==> config.mk <==
export PLATFORM = sky130hd
export DESIGN_NAME = latch_write_arbiter
export DESIGN_NICKNAME = d
export VERILOG_FILES = /design/src/rtl/latch_write_arbiter.sv
export SDC_FILE = /design/constraint.sdc
export NUM_CORES = 1
export LEC_CHECK = 0
export ABC_AREA = 1
export CORE_ASPECT_RATIO = 0.75
export CORE_UTILIZATION = 39
export DETAILED_ROUTE_END_ITERATION = 12
export HOLD_SLACK_MARGIN = 0.02
export PLACE_DENSITY = 0.78
export SLEW_MARGIN = 25
export SYNTH_ARGS = -nofsm -noshare
export SYNTH_HDL_FRONTEND = slang
export SYNTH_SLANG_ARGS = --single-unit
==> constraint.sdc <==
create_clock -name clk -period 1.5 [get_ports clk]
set_input_delay 0.3 -clock clk [delete_from_list [all_inputs] [get_ports clk]]
set_output_delay 0.3 -clock clk [all_outputs]
set_load 0.005 [all_outputs]
==> src/rtl/latch_write_arbiter.sv <==
// Round-robin arbiter for two writers sharing one D-latch bank.
// Define LATCH_READBACK_EN to add a VERIFY state and the sticky err flag.
module latch_write_arbiter #(
  parameter int WIDTH = 8
) (
  input  logic             clk,
  input  logic             Rb,
  input  logic [1:0]       req,
  input  logic [WIDTH-1:0] din0,
  input  logic [WIDTH-1:0] din1,
  input  logic [WIDTH-1:0] lat_q,
  output logic [1:0]       gnt,
  output logic [1:0]       done,
  output logic [WIDTH-1:0] lat_d,
  output logic             lat_en,
  output logic             busy
`ifdef LATCH_READBACK_EN
  ,
  output logic             err
`endif
);

  typedef enum logic [2:0] {
    IDLE,
    SETUP,
    GATE,
`ifdef LATCH_READBACK_EN
    HOLD,
    VERIFY
`else
    HOLD
`endif
  } state_t;

  state_t state;
  logic   last;
  logic   pick;

  // Tie goes to whoever was not granted last.
  assign pick = req[1] & (~req[0] | ~last);

  always_ff @(posedge clk or negedge Rb) begin
    if (!Rb) begin
      state  <= IDLE;
      gnt    <= 2'b00;
      done   <= 2'b00;
      lat_en <= 1'b0;
      lat_d  <= '0;
      busy   <= 1'b0;
      last   <= 1'b1;
`ifdef LATCH_READBACK_EN
      err    <= 1'b0;
`endif
    end else begin
      done   <= 2'b00;
      lat_en <= 1'b0;
      unique case (state)
        IDLE: begin
          if (|req) begin
            state <= SETUP;
            busy  <= 1'b1;
            gnt   <= pick ? 2'b10 : 2'b01;
            lat_d <= pick ? din1 : din0;
            last  <= pick;
          end
        end
        SETUP: begin
          state  <= GATE;
          lat_en <= 1'b1;
        end
        GATE: begin
          state <= HOLD;
`ifndef LATCH_READBACK_EN
          done  <= gnt;
`endif
        end
`ifdef LATCH_READBACK_EN
        HOLD: begin
          state <= VERIFY;
          done  <= gnt;
          if (lat_q != lat_d) err <= 1'b1;
        end
        VERIFY: begin
          state <= IDLE;
          gnt   <= 2'b00;
          busy  <= 1'b0;
        end
`else
        HOLD: begin
          state <= IDLE;
          gnt   <= 2'b00;
          busy  <= 1'b0;
        end
`endif
        default: begin
          state <= IDLE;
          gnt   <= 2'b00;
          busy  <= 1'b0;
        end
      endcase
    end
  end

endmodule

==> impl_metrics.py, run 1 <==
metrics = {
    "run": {
        "maxCapViolCount": 0,
    },
    "detailed_routing": {
        "vias_per_cell": 4.68,
        "dr.pass1.iters": 4,
        "drc": 0,
        "ant_nets": 0,
        "drtIter0Drc": 10,
        "vias": 833,
        "wirelength_um": 2090,
        "wire_per_inst_um": 11.8,
    },
    "cts": {
        "cts_hold_buf": 0,
        "path_clk_slew_ns": 0.11,
        "cts_sinks": 17,
        "cts_buffers": 3,
        "clock_latency_ns": 0.30,
        "ctsHtreeMaxLevel": 1,
        "cts_tree": "done",
        "root_buffer": "clkbuf_4",
        "cts_max_path_buffers": 2,
    },
    "worst_setup_path": {
        "cpLargestDelayFamily": "buffers and inverters",
        "crit_slowest_cell": "clkdlybuf4s50_1",
        "cp_max_fo": 2,
        "timing_worst_setup_path_type": "flip-flop to primary output",
        "worstPathArrival_ns": 1.18,
        "crit_chain": "clkdlybuf4s50_1",
        "worst_setup_path_end_kind": "primary output",
        "cp_slowest_stage_delay_ns": 0.50,
        "cp.required_ns": 1.20,
        "cp-start-kind": "flip-flop",
        "crit_buf_inv": 1,
    },
    "layout": {
        "area_growth_pct": 55.8,
        "diodes": 0,
        "fin_util_pct": 65.0,
        "stdcell_count": 178,
        "drive_gt1_share_pct": 13.6,
        "nets": 186,
        "nFillCells": 184,
        "stdcell_area_um2": 1320,
    },
    "timing": {
        "max_clock_freq_mhz": 676,
        "slew_viol_final": 0,
        "hold_slack_ns": 0.318,
        "setup_viol": 0,
        "rsz0062_at_grt": "false",
        "worst_pin_slew_ns": 0.260,
        "fin_crit_sh_pct": 98.6,
        "finalHoldViolCount": 0,
        "relSlewSlack_pct": 82.6,
        "fin_crit_ns": 1.48,
        "fin_worst_skew_ns": 0.0135,
    },
    "floorplan": {
        "core_region_area_um2": 2030,
        "die_x_um": 55.9,
        "fp.dieH_um": 42.4,
        "die_area_um2": 2370,
        "start_util_pct": 41.7,
        "io_pins": 42,
        "fp-row-count": 14,
    },
    "global_routing": {
        "gr-total-overflow": 0,
        "grt_max_degree": 18,
        "grt_util_all_layers_pct": 19.8,
        "grt_pass1_vias": 856,
        "grt_pass1_wl_um": 3590,
        "antenna_found_initial": 0,
    },
    "logic_synthesis": {
        "yosysWarningCount": 0,
        "seq_area_frac_synth_pct": 50.3,
        "syn-num-nets": 138,
        "yosysUniqueCellTypes": 15,
        "ys_ff_latch": 17,
        "syn_avg_cell_area_um2": 7.93,
        "postSynthCellCount": 107,
        "syn_area_um2": 848,
    },
    "placed_design": {
        "placed_cell_area_um2": 1250,
        "placedCellCount": 169,
        "io_buffers": 33,
        "hpwlAfterDp_um": 1520,
        "gp_congestion": 0.780,
    },
    "min_path": {
        "min-delay-path-class": "input port to asynchronous set/reset pin",
    },
    "power": {
        "power_density_nw_per_um2": 1580,
        "ir_worst_vdd_mv": 0.841,
        "leakagePower_nw": 0.763,
        "power_w": 0.00209,
    },
    "status": {
        "status": "completed",
    },
}
==> kinds of logic (layout without fill, tap and decap cells) <==
group,Yosys count,count (layout),synth area share [%]
fa+ha+maj,3,3,4.43
simple gates,59,59,31.3
flops,17,17,50.3
compound gates,5,5,3.39
buf+inv,23,70,10.6
==> stage by stage <==
stage	setup slack, ns	setup TNS (ns)
final	0.0215	0
after global routing	0.00213	0
after CTS	0.0120	0
after detailed placement	-0.00865	-0.00865
after global placement	0.0477	0
after floorplan	0.360	0
==> worst paths after layout <==
check / start / to / slack, ns / cells past startpoint
setup / recovery: lat_d[2] / lat_d[2] / 0.02 / 1
hold / removal: Rb / gnt[1] / 0.32 / 2
setup reg to reg: state[1] / gnt[0] / 0.14 / 6
hold reg to reg: last / last / 0.49 / 2
max in group asynchronous: Rb / last / 0.93 / 2
min in group clk: last / last / 0.49 / 2
==> sequential cells by signal, indices dropped and copies added (netlist names) <==
name,count
last,1
lat_en,1
gnt,2
lat_d,8
busy,1
state,2
done,2
==> worst register-to-register path, cell delays in order, from the launching register on <==
cell and delay (ns):
dfrtp_1 0.41, inv_1 0.10, ha_1 0.26, inv_1 0.11, nor2_4 0.23, nand3_1 0.11, nand2_1 0.08
==> routing by layer <==
layer  part of all wire (%)  routed length [um]  track usage [%]  vias to the layer above
met3                    5.5                 115             3.09                        4
met1                     46                 956             22.8                      378
met2                     47                 986             34.9                       30
li1                       -                   -                -                      421
met5                      0                   0                0                        -
met4                    1.7                  36             12.2                        0
==> cells in the final DEF (no fill, tap or decap), drive strengths merged <==
cell	instances
buf	11
clkbuf	3
clkdlybuf4s50	29
clkinv	1
dfrtp	16
dfstp	1
dlymetal6s2s	4
ha	3
inv	22
nand2	39
nand3	17
nand4	1
nor2	2
o21ai	5
==> report_power, final <==
group | switching, W | internal, W
logic | 0.000512 | 0.000563
registers | 0.000100 | 0.000665
clock network | 0.000154 | 0.0000993
total | 0.000766 | 0.00133
==> cell usage after synthesis <==
master    n  area share, %
ha_1      3            4.4
nand4_1   1           0.74
o21ai_0   3            1.8
nand2_4   1            1.3
nand2_1  37             16
nand3_1  17             10
dfrtp_1  16             47
o21ai_2   1            1.0
nand2_2   1           0.74
inv_1    22            9.7
nor2_2    1           0.74
nor2_4    1            1.3
o21ai_1   1           0.59
dfstp_2   1            3.1
buf_4     1           0.89
==> timing repair <==
item,in CTS,in global routing
pin swaps,0,1
gates resized for setup,0,4
setup endpoints to repair,1,8
buffers inserted,1,4
==> final cells by class <==
class	instances	area [um2]	area share, %
sequential	17	427	32.3
timing repair buffer	44	423	32.0
multi-input combinational	67	332	25.1
inverter	22	82.6	6.25
tap	24	30.0	2.27
clock buffer	3	22.5	1.70
clock inverter	1	5.00	0.379
Power figures use the tool's default switching activity.
==> run 2, diff against run 1 <==
SLEW_MARGIN = unset   (was 25)
==> results of run 2 <==
The final DEF is identical to that of run 1; final timing and power are the same.
